<file path="src/rtl/text_console_if.sv">
// Character stream into the text console: one character plus foreground colour per
// valid/ready handshake.
interface text_console_if;
   logic       in_valid;
   logic       in_ready;
   logic [7:0] in_char;
   logic [7:0] fg_r;
   logic [7:0] fg_g;
   logic [7:0] fg_b;

   modport master (output in_valid, in_char, fg_r, fg_g, fg_b, input in_ready);
   modport slave  (input in_valid, in_char, fg_r, fg_g, fg_b, output in_ready);
endinterface

</file>
<file path="src/rtl/text_console.sv">
// Text console: turns a character stream into four-page VRAM byte writes (char, R, G, B)
// and tracks the cursor. TEXT_CONSOLE_AUTOWRAP_EN wraps the cursor past the last column.
module text_console #(
   parameter int unsigned COLS       = 80,
   parameter int unsigned ROWS       = 60,
   parameter int unsigned ADDR_WIDTH = 15
) (
   input  logic                  clk,
   input  logic                  rst_n,
   text_console_if.slave         in_if,
   output logic                  cpu_we,
   output logic [ADDR_WIDTH-1:0] cpu_addr,
   output logic [7:0]            cpu_wdata,
   output logic [6:0]            cursor_col,
   output logic [5:0]            cursor_row,
   output logic                  busy
);

   typedef enum logic [2:0] {
      IDLE    = 3'd0,
      WR_CHAR = 3'd1,
      WR_R    = 3'd2,
      WR_G    = 3'd3,
      WR_B    = 3'd4,
      CLEAR   = 3'd5
   } state_t;

   localparam int unsigned PAGE_SIZE = COLS * ROWS;
   localparam logic [ADDR_WIDTH-1:0] PAGE1_A = ADDR_WIDTH'(PAGE_SIZE);
   localparam logic [ADDR_WIDTH-1:0] PAGE2_A = ADDR_WIDTH'(2 * PAGE_SIZE);
   localparam logic [ADDR_WIDTH-1:0] PAGE3_A = ADDR_WIDTH'(3 * PAGE_SIZE);
   localparam logic [ADDR_WIDTH-1:0] LAST_A  = ADDR_WIDTH'(4 * PAGE_SIZE - 1);
   localparam logic [6:0] LAST_COL = 7'(COLS - 1);
   localparam logic [5:0] LAST_ROW = 6'(ROWS - 1);

   localparam logic [7:0] CH_BS    = 8'h08;
   localparam logic [7:0] CH_LF    = 8'h0A;
   localparam logic [7:0] CH_FF    = 8'h0C;
   localparam logic [7:0] CH_CR    = 8'h0D;
   localparam logic [7:0] CH_SPACE = 8'h20;
   localparam logic [7:0] CH_TILDE = 8'h7E;
   localparam logic [7:0] CLR_CHAR = 8'h20;
   localparam logic [7:0] CLR_COL  = 8'hFF;

   state_t                  state;
   logic [7:0]              r_q, g_q, b_q;
   logic                    in_ready_q;
   logic                    accept;
   logic [ADDR_WIDTH-1:0]   cell_off;
   logic [ADDR_WIDTH-1:0]   clr_next;

   assign in_if.in_ready = in_ready_q;
   assign accept         = in_if.in_valid && in_ready_q;
   assign cell_off       = ADDR_WIDTH'(cursor_row) * ADDR_WIDTH'(COLS) + ADDR_WIDTH'(cursor_col);
   assign clr_next       = cpu_addr + ADDR_WIDTH'(1);

   // Sequencer: the state names the VRAM write currently presented on cpu_*.
   always_ff @(posedge clk or negedge rst_n) begin
      if (!rst_n) begin
         state      <= IDLE;
         cursor_col <= '0;
         cursor_row <= '0;
         cpu_we     <= 1'b0;
         cpu_addr   <= '0;
         cpu_wdata  <= '0;
         in_ready_q <= 1'b0;
         busy       <= 1'b0;
         r_q        <= '0;
         g_q        <= '0;
         b_q        <= '0;
      end else begin
         case (state)
            IDLE: begin
               in_ready_q <= 1'b1;
               if (accept) begin
                  if (in_if.in_char >= CH_SPACE && in_if.in_char <= CH_TILDE) begin
                     state      <= WR_CHAR;
                     cpu_we     <= 1'b1;
                     cpu_addr   <= cell_off;
                     cpu_wdata  <= in_if.in_char;
                     r_q        <= in_if.fg_r;
                     g_q        <= in_if.fg_g;
                     b_q        <= in_if.fg_b;
                     in_ready_q <= 1'b0;
                     busy       <= 1'b1;
                  end else begin
                     case (in_if.in_char)
                        CH_CR: cursor_col <= '0;
                        CH_LF: cursor_row <= (cursor_row == LAST_ROW) ? 6'd0 : cursor_row + 6'd1;
                        CH_BS: if (cursor_col != 7'd0) cursor_col <= cursor_col - 7'd1;
                        CH_FF: begin
                           state      <= CLEAR;
                           cpu_we     <= 1'b1;
                           cpu_addr   <= '0;
                           cpu_wdata  <= CLR_CHAR;
                           in_ready_q <= 1'b0;
                           busy       <= 1'b1;
                        end
                        default: ;
                     endcase
                  end
               end
            end
            WR_CHAR: begin
               state     <= WR_R;
               cpu_addr  <= cell_off + PAGE1_A;
               cpu_wdata <= r_q;
            end
            WR_R: begin
               state     <= WR_G;
               cpu_addr  <= cell_off + PAGE2_A;
               cpu_wdata <= g_q;
            end
            WR_G: begin
               state     <= WR_B;
               cpu_addr  <= cell_off + PAGE3_A;
               cpu_wdata <= b_q;
            end
            WR_B: begin
               state      <= IDLE;
               cpu_we     <= 1'b0;
               in_ready_q <= 1'b1;
               busy       <= 1'b0;
               if (cursor_col != LAST_COL) begin
                  cursor_col <= cursor_col + 7'd1;
               end else begin
`ifdef TEXT_CONSOLE_AUTOWRAP_EN
                  cursor_col <= '0;
                  cursor_row <= (cursor_row == LAST_ROW) ? 6'd0 : cursor_row + 6'd1;
`else
                  cursor_col <= cursor_col;
`endif
               end
            end
            CLEAR: begin
               if (cpu_addr == LAST_A) begin
                  state      <= IDLE;
                  cpu_we     <= 1'b0;
                  in_ready_q <= 1'b1;
                  busy       <= 1'b0;
                  cursor_col <= '0;
                  cursor_row <= '0;
               end else begin
                  cpu_addr  <= clr_next;
                  cpu_wdata <= (clr_next < PAGE1_A) ? CLR_CHAR : CLR_COL;
               end
            end
            default: begin
               state      <= IDLE;
               cpu_we     <= 1'b0;
               in_ready_q <= 1'b0;
               busy       <= 1'b0;
            end
         endcase
      end
   end

endmodule

</file>
<file path="src/flat_wrapper.sv">
// flat-port wrapper written by rule: the top's interface ports become plain ports
module text_console_flat 
#(
   parameter int unsigned COLS       = 80,
   parameter int unsigned ROWS       = 60,
   parameter int unsigned ADDR_WIDTH = 15
)
  (clk, rst_n, cpu_we, cpu_addr, cpu_wdata, cursor_col, cursor_row, busy, in_if_in_valid, in_if_in_char, in_if_fg_r, in_if_fg_g, in_if_fg_b, in_if_in_ready);
  text_console_if in_if_i ();
  input  logic clk;
  input  logic rst_n;
  output logic cpu_we;
  output logic [ADDR_WIDTH-1:0] cpu_addr;
  output logic [7:0] cpu_wdata;
  output logic [6:0] cursor_col;
  output logic [5:0] cursor_row;
  output logic busy;
  input wire logic [$bits(in_if_i.in_valid)-1:0] in_if_in_valid;
  input wire logic [$bits(in_if_i.in_char)-1:0] in_if_in_char;
  input wire logic [$bits(in_if_i.fg_r)-1:0] in_if_fg_r;
  input wire logic [$bits(in_if_i.fg_g)-1:0] in_if_fg_g;
  input wire logic [$bits(in_if_i.fg_b)-1:0] in_if_fg_b;
  output wire logic [$bits(in_if_i.in_ready)-1:0] in_if_in_ready;
  assign in_if_i.in_valid = in_if_in_valid;
  assign in_if_i.in_char = in_if_in_char;
  assign in_if_i.fg_r = in_if_fg_r;
  assign in_if_i.fg_g = in_if_fg_g;
  assign in_if_i.fg_b = in_if_fg_b;
  assign in_if_in_ready = in_if_i.in_ready;
  text_console #(.COLS(COLS), .ROWS(ROWS), .ADDR_WIDTH(ADDR_WIDTH)) u_core (.clk(clk), .rst_n(rst_n), .in_if(in_if_i), .cpu_we(cpu_we), .cpu_addr(cpu_addr), .cpu_wdata(cpu_wdata), .cursor_col(cursor_col), .cursor_row(cursor_row), .busy(busy));
endmodule
</file>
<file path="config.mk">
export PLATFORM = sky130hd
export DESIGN_NAME = text_console_flat
export DESIGN_NICKNAME = d
export VERILOG_FILES = /design/src/rtl/text_console_if.sv /design/src/rtl/text_console.sv /design/src/flat_wrapper.sv
export SDC_FILE = /design/constraint.sdc
export NUM_CORES = 1
export LEC_CHECK = 0
export CAP_MARGIN = 20
export CELL_PAD_IN_SITES_DETAIL_PLACEMENT = 1
export CELL_PAD_IN_SITES_GLOBAL_PLACEMENT = 2
export CORE_MARGIN = 3
export CORE_UTILIZATION = 36
export CTS_CLUSTER_DIAMETER = 120
export DETAILED_ROUTE_END_ITERATION = 6
export GPL_ROUTABILITY_DRIVEN = 1
export PLACE_DENSITY_LB_ADDON = 0.1
export SLEW_MARGIN = 5
export SYNTH_ARGS = -nofsm -noshare
export SYNTH_HDL_FRONTEND = slang
export SYNTH_SLANG_ARGS = --single-unit
</file>
<file path="constraint.sdc">
create_clock -name clk -period 11 [get_ports clk]
set_input_delay 1.1 -clock clk [delete_from_list [all_inputs] [get_ports clk]]
set_output_delay 1.1 -clock clk [all_outputs]
set_load 0.1 [all_outputs]
</file>
==> results.md <==
* Outcome: finished, final reports clean
* First-pass GRT wire length at roughly 27000 um
* Worst Path Arrival at 4.26 ns
* CP most frequent cell: ha_1
* Netlist cell types at 64
* CP Class: register to register
* CP Data Required Time at 11.22 ns
* Combinational share of power at between 5 and 6%
* Layout Nets at between 600 and 700
* Die ar. at approximately 15000 um^2
* Post-Syn Area at approximately 4800 um^2
* Vias in the first global route at 4750
* Slew @ Worst Pin at about 1.0 ns
* NetSw at about 0.13 mW
* Flops & latches, synth at 65
* Worst setup EP type: register
* Drt initial violations at 240
* DP HPWL at 12000 um
* Slowest CP cell: fa_1
* CTS Root Cell: clkbuf_16
* Setup Skew at between 0.007 and 0.008 ns
* Slew margin rel. at between 30% and 40%
* Die width at 122 um
* Clk pin slew, worst setup/hold paths at roughly 0.06 ns
* CP cell instances: ha_1, ha_1, inv_1, fa_1, nor2b_1, o211ai_1, xnor2_1, ha_1, a31oi_1, a211oi_1, nor4_1, mux2i_1, o32a_1
* FP Rows at 41
* Total Wirelength at between 15000 and 20000 um
* Mapped Cells at 551
* Cell internal pwr at roughly 0.47 mW
* Total GRT Usage at between 20% and 30%
* Largest cells by area after synthesis: dfrtp_1, mux2_4, ha_1, a21oi_1, nor2_1
* Tmin final at 4.04 ns
* Area Overhead vs Synth at 24.1%
* H-tree lvl count at 3
* Switching share of power at 21.3%
* Placer congestion estimate at roughly 0.86
* Via count at about 4.6k
* Largest net degree at the start of global routing at 66
* Synth top area share at between 30 and 40%
* Final hold violation count at 0
* Residual DRC count at 0
* Final setup fails at 0
* Register area share after synthesis at 33.8%
* Synth async-reset ratio at between 90% and 100%
* Startpoint Class: register
* Multiplexer share of the synthesized area at ~8.8%
* Largest family of logic cells by synthesized area: compound AO/OA/AOI/OAI gates
* Die H at roughly 120 um
* Hold Buf Count CTS at 0
* Max cap viols at 0
* Post-CTS Resized at 0
* Maximum clock frequency at approximately 250 MHz
* Synth Flop Type: dfrtp_1
* Clock Path Buffers at 2
* Count leader, synth: dfrtp_1
* EDFF count, synth at 0
* Sequential Power Share at 41.6%
* Post-Syn Nets at slightly above 600
* Initial Util at 37.5%
* Remaining Overflow, GRT at 0
* Routed len/inst at around 20 um
* Clock latency on the worst-skew pair at 0.34 ns
* Total setup buffers inserted after CTS at 0
* CTS tree: yes
* Cell taking the most area after synthesis: dfrtp_1
* Core area at around 13000 um^2
* Area share of xor/xnor cells in the synthesized design at roughly 4.3%
* Synth Area in Compound Gates at a little under a quarter
* # diodes at 0
* IO Pins at 74
* Most instantiated cells after synthesis: dfrtp_1, nor2_1, a21oi_1
* Share of layout cells above drive strength 1 at 8.59%
* Post-route ant nets at 0
* RSZ-0062 raised after global routing: no
* Slew Viols, Final at 0
* TritonCTS Sinks at 65
* Setup_tns at 0 ns
* Simple-gate portion of the synthesized area at 19.6%
* Final period utilization at between 30% and 40%
* Leak Pwr at approximately 2.4 nW
* Initial antenna violation count at 0
* Syn Area/Cell at just under 9 um^2
* Worst-path fanout max at 7
* CP max stage delay at 0.49 ns
* # port buffers at 73
* Post-Synth Adder-Cell Area at about 6.5%
* Warnings from Yosys at 0
* Pwr per Cell Area at between 90 and 100 nW/um^2
* Clk pwr share at between 50% and 60%
* Worst VDD drop at about 0.070 mV
* Hold WC Path Type: register to register
* Power Total at a little under 0.6 mW
* CTS Buf Count at 9
* Vias per std cell at 5.83
* Drt first pass iters at 5
-- metal layers --
metal  global-route usage [%]  vias up  routed length (um)
met5                        0        -                   0
met4                     6.79        0                 206
met3                     3.06       12                 507
met2                     37.8       86                7990
met1                     31.0     2330                7240
li1                         -     2169                   -
-- sequential cells by signal, summed over array words and instances (netlist names) --
name                   flops
u_core.cpu_we              1
u_core.cursor_col          7
u_core.in_if.in_ready      1
u_core.cursor_row          6
u_core.r_q                 8
u_core.cpu_wdata           8
u_core.state               3
u_core.cpu_addr           15
u_core.g_q                 8
u_core.b_q                 8
-- stage by stage --
| stage | cell area, um^2 | util (%) | setup slack, ns | std cells | hold slack (ns) |
|---|---|---|---|---|---|
| floorplan | 4810 | - | 6.79 | 551 | 0.480 |
| global placement | 5650 | 44.0 | 6.80 | 773 | 0.491 |
| detailed placement | 5650 | 44.0 | 6.66 | 773 | 0.499 |
| CTS | 5970 | 46.5 | 6.95 | 789 | 0.516 |
| global route | 5970 | 46.5 | 6.49 | 789 | 0.532 |
| finish | 5970 | 46.5 | 6.96 | 789 | 0.512 |
-- cells in the final DEF (no fill, tap or decap), types with 15 or more instances in the layout --
master	n
a21oi_1	47
clkdlybuf4s50_1	72
dfrtp_1	65
ha_1	20
inv_1	22
mux2_4	17
nand2_1	41
nand3_1	21
nor2_1	60
o21ai_0	39
xnor2_1	15
-- logic make-up (layout without fill, tap and decap cells) --
family / after synthesis / in the layout
flops: 65 / 65
simple gates: 192 / 192
fa+ha+maj: 23 / 23
mux: 33 / 33
buf+inv: 48 / 114
xor+xnor: 23 / 23
compound gates: 167 / 167
-- critical path, delay by kind of cell (launching register included) --
kind	cells	cell delay, ns
fa+ha+maj	4	1.41
xor+xnor	1	0.39
compound gates	4	0.77
mux	1	0.18
buf+inv	1	0.07
simple gates	2	0.63
flops	1	0.47
-- power groups by stage --
stage | clock [mW] | sequential, mW | combinational (mW)
3_3_place_gp | 0 | 0.250 | 0.0313
6_report | 0.314 | 0.247 | 0.0318
5_1_grt | 0.331 | 0.247 | 0.0350
4_1_cts | 0.321 | 0.247 | 0.0326
3_5_place_dp | 0 | 0.251 | 0.0323
2_1_floorplan | 0 | 0.250 | 0.0110
-- path summary, 6_finish.rpt --
path	from	cells after the start	endpoint	slack [ns]
hold / removal	u_core.b_q[7]$_DFFE_PN0P_	1	u_core.b_q[7]$_DFFE_PN0P_	0.51
max in group asynchronous	rst_n	2	u_core.cpu_addr[11]$_DFFE_PN0P_	9.45
min in group asynchronous	rst_n	2	u_core.cursor_row[5]$_DFFE_PN0P_	0.94
setup / recovery	u_core.cursor_row[1]$_DFFE_PN0P_	13	u_core.cpu_addr[13]$_DFFE_PN0P_	6.96
setup reg to reg	u_core.cursor_row[1]$_DFFE_PN0P_	13	u_core.cpu_addr[13]$_DFFE_PN0P_	6.96
hold reg to reg	u_core.b_q[7]$_DFFE_PN0P_	1	u_core.b_q[7]$_DFFE_PN0P_	0.51
-- layout make-up --
type	instances	area (um^2)
Multi-Input combinational cell	438	2980
Inverter	22	82.6
Timing Repair Buffer	76	748
Clock inverter	5	78.8
Sequential cell	65	1630
Tap cell	172	215
Fill cell	1539	6860
Clock buffer	11	243
No activity file was read; power rests on OpenSTA's default activity.
